<file path="src/rtl/spi_fifo_sequencer_if.sv">
// FIFO-side and SPI-pin signals of the SPI FIFO sequencer.
// The master modport is the sequencer's view; slave is the FIFO/SPI-slave side.
interface spi_fifo_sequencer_if #(
    parameter int DATA_WIDTH = 32
);
    logic                  enable;
    logic                  empty_tx;
    logic [DATA_WIDTH-1:0] fifo_r_data_tx;
    logic                  read_fifo_tx;
    logic                  full_rx;
    logic                  write_fifo_rx;
    logic [DATA_WIDTH-1:0] fifo_w_data_rx;
    logic                  sclk;
    logic                  mosi;
    logic                  miso;
    logic                  cs_n;
    logic                  busy;

    modport master (
        input  enable, empty_tx, fifo_r_data_tx, full_rx, miso,
        output read_fifo_tx, write_fifo_rx, fifo_w_data_rx, sclk, mosi, cs_n, busy
    );

    modport slave (
        output enable, empty_tx, fifo_r_data_tx, full_rx, miso,
        input  read_fifo_tx, write_fifo_rx, fifo_w_data_rx, sclk, mosi, cs_n, busy
    );
endinterface

</file>
<file path="src/rtl/spi_fifo_sequencer.sv">
// SPI mode-0 master that pops TX FIFO words, shifts them out MSB first and
// pushes the captured MISO word into the RX FIFO, holding cs_n across bursts.
module spi_fifo_sequencer #(
    parameter int DATA_WIDTH = 32,
    parameter int CLK_DIV    = 4
) (
    input  logic                 pclk,
    input  logic                 preset,
    spi_fifo_sequencer_if.master bus
);
    localparam int DIV_W = $clog2(CLK_DIV);
    localparam int CNT_W = $clog2(DATA_WIDTH) + 1;
    localparam logic [DIV_W-1:0] DIV_LAST = DIV_W'(CLK_DIV - 1);
    localparam logic [CNT_W-1:0] BIT_LAST = CNT_W'(DATA_WIDTH - 1);

    typedef enum logic [2:0] {
        ST_IDLE  = 3'd0,
        ST_SETUP = 3'd1,
        ST_SHIFT = 3'd2,
        ST_PUSH  = 3'd3,
        ST_HOLD  = 3'd4,
        ST_GAP   = 3'd5
    } state_t;

    state_t                state_r;
    state_t                state_next_s;
    logic [DIV_W-1:0]      div_r;
    logic [CNT_W-1:0]      bit_cnt_r;
    logic [DATA_WIDTH-1:0] tx_sh_r;
    logic [DATA_WIDTH-1:0] rx_sh_r;
    logic                  sclk_r;
    logic                  cs_n_r;
    logic                  busy_r;
    logic                  lead_r;
    logic                  div_done_s;
    logic                  start_s;
    logic                  load_s;
    logic                  write_s;
    logic                  rise_s;
    logic                  fall_s;

    assign div_done_s = (div_r == DIV_LAST);
    assign start_s    = bus.enable && !bus.empty_tx;

    // Next-state and per-cycle strobes
    always_comb begin
        state_next_s = state_r;
        load_s       = 1'b0;
        write_s      = 1'b0;
        rise_s       = 1'b0;
        fall_s       = 1'b0;
        case (state_r)
            ST_IDLE: begin
                if (start_s) begin
                    load_s       = 1'b1;
                    state_next_s = ST_SETUP;
                end else begin
                    state_next_s = ST_IDLE;
                end
            end
            ST_SETUP: begin
                if (div_done_s) begin
                    state_next_s = ST_SHIFT;
                end else begin
                    state_next_s = ST_SETUP;
                end
            end
            ST_SHIFT: begin
                // lead_r stretches the first low half after a back-to-back load
                if (div_done_s && !lead_r) begin
                    if (!sclk_r) begin
                        rise_s       = 1'b1;
                        state_next_s = ST_SHIFT;
                    end else begin
                        fall_s = 1'b1;
                        if (bit_cnt_r == BIT_LAST) begin
                            state_next_s = ST_PUSH;
                        end else begin
                            state_next_s = ST_SHIFT;
                        end
                    end
                end else begin
                    state_next_s = ST_SHIFT;
                end
            end
            ST_PUSH: begin
                if (!bus.full_rx) begin
                    write_s = 1'b1;
                    if (start_s) begin
                        load_s       = 1'b1;
                        state_next_s = ST_SHIFT;
                    end else begin
                        state_next_s = ST_HOLD;
                    end
                end else begin
                    state_next_s = ST_PUSH;
                end
            end
            ST_HOLD: begin
                if (div_done_s) begin
                    state_next_s = ST_GAP;
                end else begin
                    state_next_s = ST_HOLD;
                end
            end
            ST_GAP: begin
                if (div_done_s) begin
                    state_next_s = ST_IDLE;
                end else begin
                    state_next_s = ST_GAP;
                end
            end
            default: begin
                state_next_s = ST_IDLE;
            end
        endcase
    end

    // State register
    always_ff @(posedge pclk) begin
        if (preset) begin
            state_r <= ST_IDLE;
        end else begin
            state_r <= state_next_s;
        end
    end

    // Divider, shift registers and registered pin outputs
    always_ff @(posedge pclk) begin
        if (preset) begin
            div_r     <= '0;
            bit_cnt_r <= '0;
            tx_sh_r   <= '0;
            rx_sh_r   <= '0;
            sclk_r    <= 1'b0;
            cs_n_r    <= 1'b1;
            busy_r    <= 1'b0;
            lead_r    <= 1'b0;
        end else begin
            if ((state_next_s != state_r) || div_done_s) begin
                div_r <= '0;
            end else begin
                div_r <= div_r + DIV_W'(1);
            end

            if (load_s && (state_r == ST_PUSH)) begin
                lead_r <= 1'b1;
            end else if ((state_r == ST_SHIFT) && div_done_s) begin
                lead_r <= 1'b0;
            end

            if (rise_s) begin
                sclk_r <= 1'b1;
            end else if (fall_s) begin
                sclk_r <= 1'b0;
            end

            if (load_s) begin
                tx_sh_r   <= bus.fifo_r_data_tx;
                rx_sh_r   <= '0;
                bit_cnt_r <= '0;
            end else begin
                if (fall_s) begin
                    tx_sh_r   <= tx_sh_r << 1;
                    bit_cnt_r <= bit_cnt_r + CNT_W'(1);
                end
                if (rise_s) begin
                    rx_sh_r <= {rx_sh_r[DATA_WIDTH-2:0], bus.miso};
                end
            end

            cs_n_r <= (state_next_s == ST_IDLE) || (state_next_s == ST_GAP);
            busy_r <= (state_next_s != ST_IDLE);
        end
    end

    assign bus.read_fifo_tx   = load_s && !preset;
    assign bus.write_fifo_rx  = write_s && !preset;
    assign bus.fifo_w_data_rx = rx_sh_r;
    assign bus.mosi           = tx_sh_r[DATA_WIDTH-1];
    assign bus.sclk           = sclk_r;
    assign bus.cs_n           = cs_n_r;
    assign bus.busy           = busy_r;
endmodule

</file>
<file path="src/flat_wrapper.sv">
// flat-port wrapper written by rule: the top's interface ports become plain ports
module spi_fifo_sequencer_flat 
#(
    parameter int DATA_WIDTH = 32,
    parameter int CLK_DIV    = 4
)
  (pclk, preset, bus_enable, bus_empty_tx, bus_fifo_r_data_tx, bus_full_rx, bus_miso, bus_read_fifo_tx, bus_write_fifo_rx, bus_fifo_w_data_rx, bus_sclk, bus_mosi, bus_cs_n, bus_busy);
  spi_fifo_sequencer_if #(.DATA_WIDTH(DATA_WIDTH)) bus_i ();
  input  logic pclk;
  input  logic preset;
  input wire logic [$bits(bus_i.enable)-1:0] bus_enable;
  input wire logic [$bits(bus_i.empty_tx)-1:0] bus_empty_tx;
  input wire logic [$bits(bus_i.fifo_r_data_tx)-1:0] bus_fifo_r_data_tx;
  input wire logic [$bits(bus_i.full_rx)-1:0] bus_full_rx;
  input wire logic [$bits(bus_i.miso)-1:0] bus_miso;
  output wire logic [$bits(bus_i.read_fifo_tx)-1:0] bus_read_fifo_tx;
  output wire logic [$bits(bus_i.write_fifo_rx)-1:0] bus_write_fifo_rx;
  output wire logic [$bits(bus_i.fifo_w_data_rx)-1:0] bus_fifo_w_data_rx;
  output wire logic [$bits(bus_i.sclk)-1:0] bus_sclk;
  output wire logic [$bits(bus_i.mosi)-1:0] bus_mosi;
  output wire logic [$bits(bus_i.cs_n)-1:0] bus_cs_n;
  output wire logic [$bits(bus_i.busy)-1:0] bus_busy;
  assign bus_i.enable = bus_enable;
  assign bus_i.empty_tx = bus_empty_tx;
  assign bus_i.fifo_r_data_tx = bus_fifo_r_data_tx;
  assign bus_i.full_rx = bus_full_rx;
  assign bus_i.miso = bus_miso;
  assign bus_read_fifo_tx = bus_i.read_fifo_tx;
  assign bus_write_fifo_rx = bus_i.write_fifo_rx;
  assign bus_fifo_w_data_rx = bus_i.fifo_w_data_rx;
  assign bus_sclk = bus_i.sclk;
  assign bus_mosi = bus_i.mosi;
  assign bus_cs_n = bus_i.cs_n;
  assign bus_busy = bus_i.busy;
  spi_fifo_sequencer #(.DATA_WIDTH(DATA_WIDTH), .CLK_DIV(CLK_DIV)) u_core (.pclk(pclk), .preset(preset), .bus(bus_i));
endmodule
</file>
<file path="config.mk">
export PLATFORM = sky130hd
export DESIGN_NAME = spi_fifo_sequencer_flat
export DESIGN_NICKNAME = d
export VERILOG_FILES = /design/src/rtl/spi_fifo_sequencer_if.sv /design/src/rtl/spi_fifo_sequencer.sv /design/src/flat_wrapper.sv
export SDC_FILE = /design/constraint.sdc
export NUM_CORES = 1
export LEC_CHECK = 0
export ABC_CLOCK_PERIOD_IN_PS = 2300
export CAP_MARGIN = 10
export CORE_MARGIN = 3
export CORE_UTILIZATION = 30
export DETAILED_ROUTE_END_ITERATION = 10
export MAX_ROUTING_LAYER = met4
export PLACE_DENSITY = 0.61
export SYNTH_ARGS = -nofsm -noshare
export SYNTH_HDL_FRONTEND = slang
export SYNTH_SLANG_ARGS = --single-unit
</file>
<file path="constraint.sdc">
create_clock -name pclk -period 2.3 [get_ports pclk]
set_input_delay 0.345 -clock pclk [delete_from_list [all_inputs] [get_ports pclk]]
set_output_delay 0.345 -clock pclk [all_outputs]
set_load 0.02 [all_outputs]
</file>
Word-level counts from Yosys, hierarchy flattened --
Cells that the tools add are included.
Word-level totals: flip-flop bits (word level) 79, bits of input ports 38, output and inout bits 38, logic and storage cells 66
Operators by class: add/subtract/negate cells 2, equal/unequal tests 9, muxes and demuxes 27, reduce and logical (&&, ||, !) cells 19
Operator list (count):
- $mux 32 | 2
- $pmux 3 s6 | 1
- $mux 1 | 17
- $mux 3 | 5
- $eq 3x3->1 const B | 3
- $add 6x1->6 const B | 1
- $eq 3x2->1 const B | 2
- $eq 6x5->1 const B | 1
- $logic_and 1x1->1 | 6
- $logic_not 3->1 | 2
- $reduce_bool 2->1 | 3
- $reduce_or 2->1 | 2
- $eq 3x1->1 const B | 1
- $logic_not 1->1 | 3
- $ne 3x3->1 | 1
- $reduce_bool 3->1 | 1
- $add 2x1->2 const B | 1
- $eq 2x2->1 const B | 1
- $logic_or 1x1->1 | 2
- $mux 2 | 1
- $pmux 1 s2 | 1

Longest topological paths before layout --
Gate-level depths: netlist of the first run.
depth after elaboration 8, mapped depth 7, gate-level depth less buffers 6

Least setup slack after synthesis of the first run --
Ideal clock, no wire load.
path type in2out, start point in bus_enable, end point out bus_read_fifo_tx, arrival time 1490 ps, setup slack 465 ps, cell stages on the path 5, cells stage by stage nor2b_1 -> o211ai_2 -> buf_2 -> buf_2 -> nor2_1
Between the ends: word-level cells in the longest chain between the ends 5
Ends and longest elaborated chain:
- start, declared | line flat_wrapper.sv:11 | input wire logic [$bits(bus_i.enable)-1:0] bus_enable;
- $logic_and 1x1->1 (*) | line spi_fifo_sequencer.sv:43 | assign start_s = bus.enable && !bus.empty_tx;
- $mux 1 (*) | line spi_fifo_sequencer.sv:54, spi_fifo_sequencer.sv:89
- $mux 1 | line spi_fifo_sequencer.sv:87 | if (!bus.full_rx) begin
- $pmux 1 s2 (*) | line spi_fifo_sequencer.sv:52 | case (state_r)
- $logic_and 1x1->1 (*) | line spi_fifo_sequencer.sv:177 | assign bus.read_fifo_tx = load_s && !preset;
- end, declared | line flat_wrapper.sv:16 | output wire logic [$bits(bus_i.read_fifo_tx)-1:0] bus_read_fifo_tx;
Mark *: on every way between the ends. The rest lies on a longest branch, timed or not.

Worst setup path in the final report of the first run --
start point reg u_core.state_r[2], end point out bus_write_fifo_rx
Between the ends: word-level cells in the longest chain between the ends 3
Ends and longest elaborated chain:
- start, declared | line spi_fifo_sequencer.sv:25 | state_t state_r;
- start signal, assigned | line spi_fifo_sequencer.sv:124 | state_r <= state_next_s;
- $eq 3x2->1 | line spi_fifo_sequencer.sv:52
- $mux 1 | line spi_fifo_sequencer.sv:52
- $logic_and 1x1->1 | line spi_fifo_sequencer.sv:178 | assign bus.write_fifo_rx = write_s && !preset;
- end, declared | line flat_wrapper.sv:17 | output wire logic [$bits(bus_i.write_fifo_rx)-1:0] bus_write_fifo_rx;
No other way between the ends.

==> results of run 1 <==
placed cells by master, fill, tap and decap left out, drive strengths merged, types with 2 or more instances in the layout:
master | synthesis | routed
buf | 21 | 14
nand3b | 3 | 3
nor4 | 2 | 2
nand2b | 2 | 2
and3b | 3 | 3
nand2 | 128 | 128
nor3 | 3 | 3
a21oi | 43 | 43
dfxtp | 79 | 79
o21ai | 3 | 3
xnor2 | 2 | 2
xor2 | 4 | 4
nand3 | 2 | 2
clkbuf | 12 | 12
a311oi | 30 | 30
or3 | 2 | 2
nor2 | 46 | 46
and3 | 2 | 2
clkdlybuf4s50 | 0 | 73
nand4 | 5 | 5
inv | 4 | 4
ha | 2 | 2
cells in the mapped netlist:
cell type  count  area share, %
nand2_1      128             14
dfxtp_1       79             46
nor2_1        46            5.0
a21oi_1       43            6.3
a311oi_2      27             12
buf_2         13            1.9
clkbuf_1      12            1.3
buf_4          5            1.1
nand4_1        5           0.91
inv_1          4           0.44
xor2_1         4            1.0
a311oi_1       3           0.77
and3b_1        3           0.77
nand3b_1       3           0.66
and3_1         2           0.36
buf_6          2           0.66
ha_1           2           0.73
nand2b_1       2           0.36
nand3_1        2           0.29
nor3_1         2           0.29
nor4_1         2           0.36
o21ai_0        2           0.29
or3_1          2           0.36
xnor2_1        2           0.51
a211oi_1       1           0.22
a31oi_1        1           0.18
and2_1         1           0.18
buf_1          1           0.11
mux2i_1        1           0.29
nand4bb_4      1           0.80
nor2b_1        1           0.18
nor3_2         1           0.29
nor3b_2        1           0.36
o211ai_2       1           0.36
o21ai_1        1           0.15
o22a_1         1           0.26
or3b_1         1           0.26
routing by layer:
metal / vias up / wire length [microns] / GRT usage (%) / part of all wire, %
met3: 7 / 433 / 2.41 / 5.5
met1: 1357 / 4050 / 17.5 / 52
li1: 1514 / - / - / -
met4: 0 / 55 / 4.57 / 0.70
met2: 87 / 3270 / 18.4 / 42
met5: - / 0 / - / 0
worst reg2reg max path: cells and delay by family (launching register included):
family	cells	cell delay [ps]
adder cells (fa/ha/maj)	1	290
buffers and inverters	1	260
AO/OA/AOI/OAI	1	230
AND/OR/NAND/NOR	3	630
flip-flops	1	360
area by class of cell:
type,instances,area (sq um)
inverter,4,15.0
multi-input combinational,292,1670
tap,140,175
clock inverter,3,42.5
clock buffer,12,256
timing repair buffer,88,855
fill,1108,6380
sequential,79,1580
registers in the layout, indices dropped and copies added, names as in the netlist, 2 cells and up:
name / cells
u_core.bit_cnt_r: 6
u_core.bus.fifo_w_data_rx: 32
u_core.div_r: 2
u_core.state_r: 3
u_core.tx_sh_r: 32
report_power, final:
part | switching (uW) | internal [uW]
clock network | 528 | 892
registers | 27.6 | 1420
logic | 136 | 142
total | 692 | 2460
metrics by stage:
| stage | hold WS, ps | instances |
|---|---|---|
| after CTS | 310 | 618 |
| after global placement | 452 | 603 |
| after detailed placement | 463 | 603 |
| after global routing | 316 | 618 |
| after floorplan | 444 | 408 |
| final | 310 | 618 |
timing repair:
item	in CTS	in global routing
setup endpoints to repair	1	0
buffers inserted	0	0
resized for setup	1	0
logic make-up after synthesis:
family                   share of synthesized area (%)
XOR/XNOR                                          1.53
AND/OR/NAND/NOR                                   25.5
multiplexers                                     0.292
buffers and inverters                             5.51
adder cells (fa/ha/maj)                          0.730
AO/OA/AOI/OAI                                     20.3
flip-flops                                        46.1
final timing paths:
| kind | end | start | cells past startpoint | slack, ps |
|---|---|---|---|---|
| max | bus_write_fifo_rx | u_core.state_r[2]$_SDFF_PP0_ | 4 | 130 |
| min | u_core.lead_r$_SDFFE_PP0P_ | preset | 2 | 310 |
| min reg2reg | u_core.bus.fifo_w_data_rx[2]$_SDFFE_PP0P_ | u_core.bus.fifo_w_data_rx[1]$_SDFFE_PP0P_ | 2 | 470 |
| max reg2reg | u_core.tx_sh_r[0]$_SDFFE_PP0P_ | u_core.div_r[0]$_SDFF_PP0_ | 6 | 410 |
==> flow_summary.toml, run 1 <==
[run_status]
status = "finished clean"

[clock_network]
clk-insertion-delay-late_ps = 320
path_clk_slew_ps = 60
h-tree-depth = 3
postCtsHoldBufs = 0
tritoncts = "done"
numCtsBuffers = 9
cts_root_buf = "clkbuf_16"
cts_sinks = 79
cts_buffer_depth = 2

[power]
powerDensity_nw_per_um2 = 684
power_uw = 3150
ir_drop_mv = 0.339
p_leak_uw = 0.00153

[logic_synthesis]
yosysSeqAreaShare_pct = 46.1
synth_cells = 408
ys_warn_count = 0
synth-seq-cells = 79
synthesis.area_sq_um = 3430
syn_area_per_cell_sq_um = 8.41
synth.distinct_cells = 37
syn_nets = 448

[floorplan]
die_area_sq_um = 12800
io_pins = 76
fp.dieW_microns = 113
dieHeight_microns = 113
initial_core_util_pct = 31.2
rows = 38
fp.coreArea_sq_um = 11000

[hold_path]
hold_path.class = "in2reg"

[sta]
hold_viol = 0
fin_crit_sh_pct = 94.3
setup_slack_ps = 132
finalMaxSlewViolations = 0
period_minus_slack_ps = 2170
clock.fmax_ghz = 0.461
fin_skew_ps = 7.97
rsz0062_at_grt = "no"
tns_ps = 0
worst_pin_slew_ps = 549
max_slew_margin_pct = 63.2
finalSetupViolCount = 0

[global_route]
grt_pass1_wl_mm = 13.0
grt_pass1_vias = 2764
antenna_found_initial = 0
grt_max_degree = 39
grt_use_total_pct = 12.7
overflow = 0

[worst_setup_path]
cp_cell_sequence = "inv_1, nand2_1, nor3_1, clkdlybuf4s50_1"
critical_path_buf_inv_count = 2
slowest_stage = "clkdlybuf4s50_1"
crit_fanout = 8
end_kind = "output pin"
critPathMaxStageDelay_ps = 640
cp-start-kind = "register"
worstPathRequired_ps = 1960
worstPathArrival_ps = 1820
criticalPathCategory = "reg2out"
critical_path.top_delay_family = "buffers and inverters"

[place]
gp_congestion = 0.777
io_buffers = 75
dp_slack_ps = -51.2
dp_hpwl_mm = 5.25
placed_area_sq_um = 4300

[run]
max-cap-violations = 0

[final_layout]
fin_util_pct = 41.9
drive_above_1_share_pct = 12.3
final_area_sq_um = 4600
fin_nets = 514
syn_to_final_growth_pct = 34.1
n_antenna_cell = 0

[route]
ant_nets = 0
drt-vias-per-instance = 4.80
vias = 2965
first_iter_violations = 185
wl_mm = 7.81
avgRoutedWirePerCell_microns = 12.6
dr.pass1.iters = 4
drc_errors = 0
Power figures use the tool's default switching activity.
==> inputs of run 2 (changes only) <==
ABC_CLOCK_PERIOD_IN_PS = not set   (was 2300)
==> results of run 2 <==
Same layout as run 1: the final DEF is identical, and so are final timing and power.
==> inputs of run 3 (changes only) <==
ABC_CLOCK_PERIOD_IN_PS = 2300   (was not set)
==> results of run 3 <==
Same layout as run 1: the final DEF is identical, and so are final timing and power.
